### src/rtl/fft_iter_pkg.sv
`default_nettype none
// ============================================================================
// Module      : fft_iter_pkg
// Description : Shared types and helpers for the iterative FFT address
//               generator. Holds the in-place radix-2 DIT butterfly address
//               function (layer/butterfly -> A, B, twiddle index).
// Revision    : 1.0 - initial release
// ============================================================================
package fft_iter_pkg;

    localparam int LAYERS_DEF = 5;
    localparam int ADDR_WL    = LAYERS_DEF;

    // Full-width butterfly addresses; callers truncate to their own widths.
    typedef struct packed {
        logic [31:0] a;
        logic [31:0] b;
        logic [31:0] tw;
    } bfly_addr_t;

    // Ceiling log2, for sizing counters from element counts.
    function automatic int clog2(input int value);
        int res;
        res = 0;
        while ((1 << res) < value) begin
            res = res + 1;
        end
        return res;
    endfunction

    // Butterfly b of layer lay: partners are span apart inside groups of
    // 2*span; the twiddle stride shrinks as the span grows.
    function automatic bfly_addr_t bfly_addr(
        input logic [31:0] lay,
        input logic [31:0] but,
        input logic [31:0] layers
    );
        logic [31:0] span;
        logic [31:0] grp;
        logic [31:0] pos;
        bfly_addr_t  res;
        span   = 32'd1 << lay;
        grp    = but >> lay;
        pos    = but & (span - 32'd1);
        res.a  = (grp << (lay + 32'd1)) | pos;
        res.b  = res.a + span;
        res.tw = pos << (layers - 32'd1 - lay);
        return res;
    endfunction

endpackage
`default_nettype wire

### src/rtl/fft_addr_delay_line.sv
`default_nettype none
// ============================================================================
// Module      : fft_addr_delay_line
// Description : DEPTH-stage {valid,data} shift register. Advances only when
//               en is high; clr (qualified by en) drops every valid bit.
// Revision    : 1.0 - initial release
// ============================================================================
module fft_addr_delay_line
    import fft_iter_pkg::*;
#(
    parameter int DEPTH  = 3,
    parameter int DATA_W = 10
) (
    input  logic              clk,
    input  logic              rst,
    input  logic              en,
    input  logic              clr,
    input  logic              in_valid,
    input  logic [DATA_W-1:0] in_data,
    output logic              out_valid,
    output logic [DATA_W-1:0] out_data
);

    logic [DEPTH-1:0]  r_valid;
    logic [DATA_W-1:0] r_data [DEPTH];

    // Valid bits: cleared on reset/clear, otherwise shifted one stage per enabled cycle
    always_ff @(posedge clk) begin
        if (rst) begin
            r_valid <= '0;
        end else if (en) begin
            if (clr) begin
                r_valid <= '0;
            end else begin
                r_valid[0] <= in_valid;
                for (int i = 1; i < DEPTH; i++) begin
                    r_valid[i] <= r_valid[i-1];
                end
            end
        end
    end

    // Payload shifts alongside the valid bits; its content is meaningless when invalid
    always_ff @(posedge clk) begin
        if (rst) begin
            for (int i = 0; i < DEPTH; i++) begin
                r_data[i] <= '0;
            end
        end else if (en) begin
            r_data[0] <= in_data;
            for (int i = 1; i < DEPTH; i++) begin
                r_data[i] <= r_data[i-1];
            end
        end
    end

    assign out_valid = r_valid[DEPTH-1];
    assign out_data  = r_data[DEPTH-1];

endmodule
`default_nettype wire

### src/rtl/fft_iter_addr_gen.sv
`default_nettype none
// ============================================================================
// Module      : fft_iter_addr_gen
// Description : Converts iterative-FFT control strobes into in-place radix-2
//               DIT read/write addresses and twiddle indices. Write-back
//               addresses trail the read addresses by BUT_LATENCY cycles.
// Revision    : 1.0 - initial release
// ============================================================================
module fft_iter_addr_gen
    import fft_iter_pkg::*;
#(
    parameter int LAYERS      = 5,
    parameter int BUTTERFLYES = 16,
    parameter int LayWL       = 3,
    parameter int ButtWL      = 4,
    parameter int BUT_LATENCY = 3
) (
    input  logic              CLK,
    input  logic              RST,
    input  logic              EN,
    input  logic              BUT_STROB,
    input  logic              LAY_EN,
    input  logic              ADDR_EN,
    input  logic              Wr,
    input  logic              FIRST,
    output logic [LAYERS-1:0] RD_ADDR_A,
    output logic [LAYERS-1:0] RD_ADDR_B,
    output logic [ButtWL-1:0] TW_ADDR,
    output logic              RD_VALID,
    output logic              RD_STROB,
    output logic [LAYERS-1:0] WR_ADDR_A,
    output logic [LAYERS-1:0] WR_ADDR_B,
    output logic              WR_EN,
    output logic              DONE,
    output logic              ERR
);

    localparam int c_UNUSED_W = 3 * 32 - 2 * LAYERS - ButtWL;

    logic [LayWL-1:0]    r_lay_cnt;
    logic [ButtWL-1:0]   r_but_cnt;
    bfly_addr_t          w_addr;
    logic [LAYERS-1:0]   w_a;
    logic [LAYERS-1:0]   w_b;
    logic [ButtWL-1:0]   w_tw;
    logic [c_UNUSED_W-1:0] w_unused_bits;
    logic                w_issue;
    logic                w_advance;
    logic                w_last_lay;
    logic                w_last_but;
    logic                w_tail_valid;
    logic [2*LAYERS-1:0] w_tail_data;

    // Butterfly addresses for the current counters, truncated to port widths
    always_comb begin
        w_addr        = bfly_addr(32'(r_lay_cnt), 32'(r_but_cnt), 32'(LAYERS));
        w_a           = w_addr.a[LAYERS-1:0];
        w_b           = w_addr.b[LAYERS-1:0];
        w_tw          = w_addr.tw[ButtWL-1:0];
        w_unused_bits = {w_addr.a[31:LAYERS], w_addr.b[31:LAYERS], w_addr.tw[31:ButtWL]};
    end

    // FIRST swallows any same-cycle ADDR_EN / LAY_EN
    assign w_issue    = ADDR_EN & ~FIRST;
    assign w_advance  = LAY_EN & ~FIRST;
    assign w_last_lay = (r_lay_cnt == LayWL'(LAYERS - 1));
    assign w_last_but = (r_but_cnt == ButtWL'(BUTTERFLYES - 1));

    // Layer/butterfly counters; LAY_EN overrides the butterfly increment
    always_ff @(posedge CLK) begin
        if (RST) begin
            r_lay_cnt <= '0;
            r_but_cnt <= '0;
        end else if (EN) begin
            if (FIRST) begin
                r_lay_cnt <= '0;
                r_but_cnt <= '0;
            end else if (LAY_EN) begin
                r_but_cnt <= '0;
                r_lay_cnt <= w_last_lay ? '0 : r_lay_cnt + 1'b1;
            end else if (ADDR_EN) begin
                r_but_cnt <= w_last_but ? '0 : r_but_cnt + 1'b1;
            end
        end
    end

    // Read-side output registers, DONE pulse and sticky write-back error
    always_ff @(posedge CLK) begin
        if (RST) begin
            RD_ADDR_A <= '0;
            RD_ADDR_B <= '0;
            TW_ADDR   <= '0;
            RD_VALID  <= 1'b0;
            RD_STROB  <= 1'b0;
            DONE      <= 1'b0;
            ERR       <= 1'b0;
        end else if (EN) begin
            RD_STROB <= BUT_STROB;
            RD_VALID <= w_issue;
            DONE     <= w_advance & w_last_lay;
            if (w_issue) begin
                RD_ADDR_A <= w_a;
                RD_ADDR_B <= w_b;
                TW_ADDR   <= w_tw;
            end
            if (FIRST) begin
                ERR <= 1'b0;
            end else if (Wr && !w_tail_valid) begin
                ERR <= 1'b1;
            end
        end
    end

    fft_addr_delay_line #(
        .DEPTH  (BUT_LATENCY),
        .DATA_W (2 * LAYERS)
    ) u_delay (
        .clk       (CLK),
        .rst       (RST),
        .en        (EN),
        .clr       (FIRST),
        .in_valid  (ADDR_EN),
        .in_data   ({w_a, w_b}),
        .out_valid (w_tail_valid),
        .out_data  (w_tail_data)
    );

    assign WR_ADDR_A = w_tail_data[2*LAYERS-1:LAYERS];
    assign WR_ADDR_B = w_tail_data[LAYERS-1:0];
    assign WR_EN     = Wr & w_tail_valid;

endmodule
`default_nettype wire

### config.mk
export PLATFORM = sky130hd
export DESIGN_NAME = fft_iter_addr_gen
export DESIGN_NICKNAME = d
export VERILOG_FILES = /design/src/rtl/fft_iter_pkg.sv /design/src/rtl/fft_addr_delay_line.sv /design/src/rtl/fft_iter_addr_gen.sv
export SDC_FILE = /design/constraint.sdc
export NUM_CORES = 1
export LEC_CHECK = 0
export CORE_ASPECT_RATIO = 1.25
export CORE_MARGIN = 4
export CORE_UTILIZATION = 30
export CTS_BUF_LIST = sky130_fd_sc_hd__clkbuf_8
export DETAILED_ROUTE_END_ITERATION = 7
export PLACE_DENSITY = 0.51
export RECOVER_POWER = 50
export SLEW_MARGIN = 20
export SYNTH_ARGS = -nofsm -noshare
export SYNTH_HDL_FRONTEND = slang
export SYNTH_HIERARCHICAL = 1
export SYNTH_SLANG_ARGS = --single-unit
export TNS_END_PERCENT = 20
### constraint.sdc
create_clock -name CLK -period 3.8 [get_ports CLK]
set_input_delay 0.76 -clock CLK [delete_from_list [all_inputs] [get_ports CLK]]
set_output_delay 0.76 -clock CLK [all_outputs]
set_load 0.03 [all_outputs]
==> metrics list, run 1 <==
- Reg-to-reg critical path endpoint: u_delay/r_data[0][4]$_SDFFCE_PN0P_
- Worst Hold Path Cells: 2
- Global route total overflow: 0
- For this run, the register share of the synthesized area comes to 0.500.
- In this run, synthesis inferred 30 flip-flops with an integrated enable.
- Hold-fix buffer count after cts: 0
- Clk slew on worst S/H paths: 0.08 ns
- The setup path with the least slack is of type register to register.
* Nets: 335
* F_max: 315 MHz
* Required time reported for the critical path endpoint: 3.91 ns
* Crit. End Element: register
- The initial utilization of the core area, before any placement, comes to 0.306.
* Vias: 2083
- GR Util All Layers: 0.133
- The worst setup path is launched from a register.
- The worst register-to-register path has a setup slack of 0.63 ns.
- Counting instances in the post-synthesis netlist gives the leading cell types as 31 x and2_1, 30 x edfxtp_1, 28 x dfxtp_1.
- Number of violations reported at the end of detailed-routing iteration 0: 119
- The placed instances occupy a cell area of 3340 um2.
- Standard cell core area: 9560 um2
* Worst Tran Pin Value: 1.46 ns
* Final setup margin: 0.628 ns
* Power density of the placed cells: 417 nW/um2
- Area share of the largest cell type after synthesis: 0.308
- Data on the critical path arrives at its endpoint at 3.28 ns.
- Insertion delay to the later sink of the worst-skew pair: 0.35 ns
- Subtracting the final worst setup slack from the clock period gives 3.17 ns.
* Worst min-delay path category: register to register
- Of all nets on the critical path, the largest fanout is 8.
- For this run, the number of Yosys warnings is 6.
* Number of synthesized register bits: 58
* Slowest stage delay, CP: 0.51 ns
* Fraction of layout instances using a drive strength above 1: 0.103
- The number of cells on the worst reg-to-reg path is 11.
- By instance count, the leading cell after synthesis is and2_1.
* Standard-cell rows: 40
* Cell area after technology mapping: 2920 um2
* Min-Delay Endpoint: TW_ADDR[2]$_SDFFE_PP0P_
- Counting tap cells, the placed design contains a total of 429 instances.
- Chip Height: 118 um
- Once the clock tree was built, the setup fixing pass inserted 0 buffers.
* Clock Skews: 0.0126 ns
* Final count of hold timing violations: 0
- Global-route wire length before repair: 11.3 mm
* Critical Path Slowest Stage Cell: dfxtp_1
- List of cells traversed by the critical path: inv_1, ha_1, xor2_1, a2bb2o_2, o2bb2ai_1, a31o_2, ha_1, a21oi_1, xor2_1, xnor2_1, and2_1
- Max IR drop VDD: 0.000138 V
- In this run the horizontal extent of the chip is 96.3 um.
- Final GP Congestion: 0.888
- P_leak: 1.41 nW
- In this run the number of H-tree levels came out at 3.
* Status: finished clean
- Entering global routing, the biggest net connects 31 pins.
- Clock Sink Count: 58
- Counting every net in the synthesized netlist gives 303.
* Number of global-route vias before repair: 2205
- For this run, the share of the core covered by cells in the final layout is 0.373.
- 37 I/O pins were placed.
- Top cell type by total area after synthesis: edfxtp_1
- For this run, design rule violations remaining after detail routing come to 0.
- Number of instances resized during post-cts repair: 0
- Vias per inst: 4.68
- Synth unique cells: 57
* Synthesized area divided by synthesized cell count: 10.4 um2
- Setup violations remaining at the end of the flow were counted as 0.
- Area added between synthesis and finish: 21.9%
* # Max-Cap Violations: 0
- Dividing the final minimum period by the clock period gives 0.835.
- Final standard cell count with taps included and fillers excluded: 445
* CTS max path bufs: 2
- After routing the design area is 3560 um2.
- Counting flops with an async set or reset pin after synthesis yields a share of 0.
* Number of input and output port buffers inserted: 36
* Worst rel slew slack: 0.0265
- In the final timing run, aggregate negative setup slack is 0 ns.
- Number of detailed-routing iterations run before antenna repair: 4
* Final antenna diode count: 0
* Clock tree from TritonCTS: done
* Primary flip-flop cell chosen by synthesis mapping: edfxtp_1
* Post-DP HPWL: 4.62 mm
- The startpoint identified for the worst hold timing path is TW_ADDR[2]$_SDFFE_PP0P_.
- Number of antenna violations at the first check in global routing: 0
- The startpoint identified for the worst register-to-register timing path is r_lay_cnt[1]$_SDFFE_PP0P_.
- Synth top area cells: edfxtp_1 31%, dfxtp_1 19%, and2_1 6.6%
* Number of CTS-inserted buffers: 9
- Synthesis handed over a netlist of 282 instances.
* Antenna Violating Nets Remaining: 0
- The count of final max-slew check failures was 0.
- Average wire length per cell after detail routing: 14.9 um
- Root Buffer Master: clkbuf_8
* Overall routed net length: 6.64 mm
- Setup Slack @ Placement: 0.652 ns
- The die covers 11400 um2.
- Setup repair after global routing left no endpoint under its margin.
[cell families after synthesis]
| logic type | Yosys count | share of synthesized area |
|---|---|---|
| and+or+nand+nor | 106 | 0.199 |
| xor gates and xnor gates | 9 | 0.0270 |
| muxes | 3 | 0.0107 |
| buffers and inverters | 34 | 0.0711 |
| AOI/OAI and AO/OA | 59 | 0.134 |
| DFF | 58 | 0.500 |
| adders and majority gates | 13 | 0.0582 |
[worst max-delay path by stage]
stage | from | to | slack (ns) | cells after the start
6_report | r_lay_cnt[1]$_SDFFE_PP0P_ | u_delay/r_data[0][4]$_SDFFCE_PN0P_ | 0.63 | 11
5_1_grt | r_lay_cnt[1]$_SDFFE_PP0P_ | u_delay/r_data[0][4]$_SDFFCE_PN0P_ | 0.37 | 11
4_1_cts | r_lay_cnt[1]$_SDFFE_PP0P_ | u_delay/r_data[0][4]$_SDFFCE_PN0P_ | 0.64 | 11
3_5_place_dp | r_lay_cnt[1]$_SDFFE_PP0P_ | u_delay/r_data[0][4]$_SDFFCE_PN0P_ | 0.65 | 11
3_3_place_gp | r_lay_cnt[1]$_SDFFE_PP0P_ | u_delay/r_data[0][4]$_SDFFCE_PN0P_ | 0.68 | 11
2_1_floorplan | r_lay_cnt[0]$_SDFFE_PP0P_ | u_delay/r_data[0][4]$_SDFFCE_PN0P_ | 0.84 | 11
[critical path: cells and delay by family, from the launching register on]
family                     cells  cell delay (ns)
xor gates and xnor gates       3             0.49
DFF                            1             0.51
AOI/OAI and AO/OA              4             0.87
adders and majority gates      2             0.73
buffers and inverters          1             0.19
and+or+nand+nor                1             0.14
[layout by cell type (no fill, tap or decap), types with 5 or more instances in the layout]
master,synthesis,routed
dfxtp_1,28,28
ha_1,12,12
and2_0,0,10
clkbuf_8,0,9
inv_1,7,7
clkdlybuf4s50_1,0,6
and2_1,31,21
nand2_1,21,21
buf_4,10,10
xor2_1,5,5
a21oi_1,21,21
nor2_1,19,19
edfxtp_1,30,30
o21ai_0,8,8
nand2b_1,5,5
dlygate4sd3_1,0,30
clkinv_4,0,5
[registers in the layout (all words and copies together) (netlist names), 3 cells and up]
name and flops:
r_lay_cnt 3, r_but_cnt 4, u_delay/r_data 30, u_delay/r_valid 3
TW_ADDR 4, RD_ADDR_A 5, RD_ADDR_B 5
[cell type report]
| type | count | area, um2 |
|---|---|---|
| multi-input combinational | 190 | 1240 |
| clock inverter | 7 | 104 |
| inverter | 9 | 33.8 |
| fill | 959 | 6000 |
| sequential | 58 | 1460 |
| tap | 126 | 158 |
| clock buffer | 9 | 124 |
| timing repair buffer | 46 | 435 |
[metrics by stage]
step | power [mW] | hold slack [ns]
final | 1.49 | 0.457
after global placement | 0.855 | 0.445
after floorplan | 0.807 | 0.439
after CTS | 1.52 | 0.462
after detailed placement | 0.855 | 0.450
after global routing | 1.55 | 0.474
[routing by layer]
metal / wire, um / part of all wire / GRT usage / up-vias
met4: 170 / 0.026 / 0.0632 / 0
met2: 3520 / 0.53 / 0.220 / 37
met3: 246 / 0.037 / 0.0446 / 11
met5: 0 / 0 / 0 / -
li1: - / - / - / 1056
met1: 2700 / 0.41 / 0.150 / 979
[power breakdown]
part	total [mW]	leakage, nW	internal (mW)	switching [mW]
clock	0.653	0.114	0.374	0.279
combinational	0.138	0.732	0.0524	0.0855
sequential	0.694	0.560	0.684	0.0103
Note: power is estimated with default switching activity, not from simulation.
==> run 2, diff against run 1 <==
==> constraint.sdc (replaced) <==
create_clock -name CLK -period 3 [get_ports CLK]
set_input_delay 0.6 -clock CLK [delete_from_list [all_inputs] [get_ports CLK]]
set_output_delay 0.6 -clock CLK [all_outputs]
set_load 0.03 [all_outputs]
==> metrics list, run 2 (synthesis gave the netlist of run 1 again) <==
* CP arrival: 2.92 ns
- Clk slew on worst S/H paths: 0.07 ns
* Final count of hold timing violations: 0
* Number of CTS-inserted buffers: 9
- TritonCTS built the clock tree.
* Nets: 343
* Global route total overflow: 0
- The count of final max-slew check failures was 0.
* TNS Setup: 0 ns
* Number of instances resized during post-cts repair: 0
- After floorplanning, the core was divided into 40 placement rows.
- Across all layers, the routed design uses 2120 vias.
- Traced cell by cell, the critical path runs through inv_2, ha_1, buf_4, nand3b_1, o22a_1, o21ai_1, ha_1, a21o_1, a21oi_1, xor2_1, xnor2_1, and2_1.
* Largest register FFs: 30
* Average wire length per cell after detail routing: 14.4 um
- The die covers 11400 um2.
* Global-route wire length before repair: 10.8 mm
- The clock reaches the later pin of the worst-skew pair after 0.34 ns.
- Largest Register: u_delay/r_data
* Utilization after layout: 0.381
- The congestion estimate from routability-driven global placement came to 0.861.
* Clock Skews: 0.00870 ns
- Fill cells: 960
- RSZ-0062 raised after global routing: no
- In this run the worst path has a maximum fanout of 13.
- STA classifies the critical path startpoint as a register.
- The largest single stage delay on the critical path is 0.39 ns.
- In the detailed route, the total length drawn on met3 is 280 um.
- Boundary Pins: 37
- Worst rel slew slack: 0.167
- Standard cell core area: 9560 um2
- Final setup margin: 0.169 ns
- VDD sags by at most 0.000193 V.
- Input and output buffers added on the ports amount to 36.
* CTS max path bufs: 2
- The critical path in this run is classified as register to register.
- Number of placed cells counting well taps: 437
- Number of detailed-routing iterations run before antenna repair: 4
- Initial standard-cell utilization of the core: 0.306
- In this run, post-CTS hold repair placed 0 buffers.
- # Max-Cap Violations: 0
* Final standard cell count with taps included and fillers excluded: 453
* Power density of the placed cells: 533 nW/um2
* Clock Sink Count: 58
* Met1 WL: 2.63 mm
* Shortest clock period the worst path allows after layout: 2.83 ns
- Setup Slack @ Placement: 0.158 ns
- For this run, the total global-route usage over all layers was measured as 0.126.
- Remaining design rule violation count: 0
- F_max: 353 MHz
- Overall routed net length: 6.54 mm
- Required time reported for the critical path endpoint: 3.09 ns
* Chip Width: 96.3 um
- P_leak: 1.42 nW
- The detailed router finished its first iteration with 81 violations.
- The library cells used most frequently in the layout, excluding fill and tap cells, are 31 x and2_1, 30 x edfxtp_1, 28 x dfxtp_1.
- The most numerous cell type found on the critical path is ha_1.
- CTS placed an instance of clkbuf_8 at the clock tree root.
* Final antenna diode count: 0
* Setup-failing EPs final: 0
* Vias per inst: 4.68
* Largest net degree at the start of global routing: 31
* Registers with the most flip-flops: u_delay/r_data: 30 flops, RD_ADDR_A: 5 flops, RD_ADDR_B: 5 flops
- Post-DP HPWL: 4.66 mm
- In this run the number of H-tree levels came out at 3.
* Number of antenna violations at the first check in global routing: 0
* Crit. End Element: register
* Worst min-delay path category: register to register
- Most common cell after layout, fill and taps aside: and2_1
- The via count of the first global-routing pass is 2126.
- Wire length on met2: 3.39 mm
- Status: finished clean
* Area added between synthesis and finish: 24.6%
- Chip Height: 118 um
* Final period util: 0.944
* Highest metal layer with signal wires: met4
- Worst Tran Pin Value: 1.25 ns
* Fraction of layout instances using a drive strength above 1: 0.125
- Among all stages on the critical path, the largest delay is contributed by dfxtp_1.
* Antenna Violating Nets Remaining: 0
* Post-CTS setup buffer count: 0
run 2: cell types whose count changed in the layout (fill, tap and decap cells not counted), sizes merged, moves of 3 or more:
cell and delta:
buf +7, clkdlybuf4s50 +13, clkinv -3, dlygate4sd3 -13
run 2: cell type report:
type | count | area [um2] | share of cell area
Clock buffer | 9 | 124 | 0.0340
Clock inverter | 7 | 116 | 0.0320
Inverter | 9 | 33.8 | 0.00928
Multi-Input combinational cell | 190 | 1250 | 0.345
Sequential cell | 58 | 1460 | 0.402
Tap cell | 126 | 158 | 0.0433
Timing Repair Buffer | 54 | 492 | 0.135
run 2: final timing paths:
check                            start                                  to  slack (ns)  cells past startpoint
max          r_lay_cnt[0]$_SDFFE_PP0P_  u_delay/r_data[0][4]$_SDFFCE_PN0P_        0.17                     12
min                  DONE$_SDFFE_PP0P_                   DONE$_SDFFE_PP0P_        0.45                      2
max reg2reg  r_lay_cnt[0]$_SDFFE_PP0P_  u_delay/r_data[0][4]$_SDFFCE_PN0P_        0.17                     12
min reg2reg          DONE$_SDFFE_PP0P_                   DONE$_SDFFE_PP0P_        0.45                      2
run 2: critical path, delay by kind of cell, from the launching register on:
kind / cells / cell delay, ns
AO/OA/AOI/OAI: 4 / 0.72
XOR/XNOR: 2 / 0.27
adder cells (fa/ha/maj): 2 / 0.63
buffers and inverters: 2 / 0.25
flip-flops: 1 / 0.39
AND/OR/NAND/NOR: 2 / 0.30
run 2: where the power goes:
part           leakage, nW  internal (mW)  switching, mW
registers            0.560          0.867        0.00943
clock network        0.120          0.551          0.326
logic                0.742         0.0721          0.113
run 2: layer usage:
metal | global-route usage | vias to the layer above
met3 | 0.0407 | 16
met1 | 0.137 | 979
li1 | - | 1071
met5 | 0 | -
met4 | 0.0658 | 0
met2 | 0.211 | 54
run 2: stage by stage:
step	hold slack, ns	total power [mW]	area [um2]
after floorplan	0.439	1.02	2920
after global placement	0.446	1.09	3400
after detailed placement	0.448	1.09	3400
after CTS	0.457	1.97	3640
after global routing	0.491	2.03	3640
final	0.453	1.94	3640
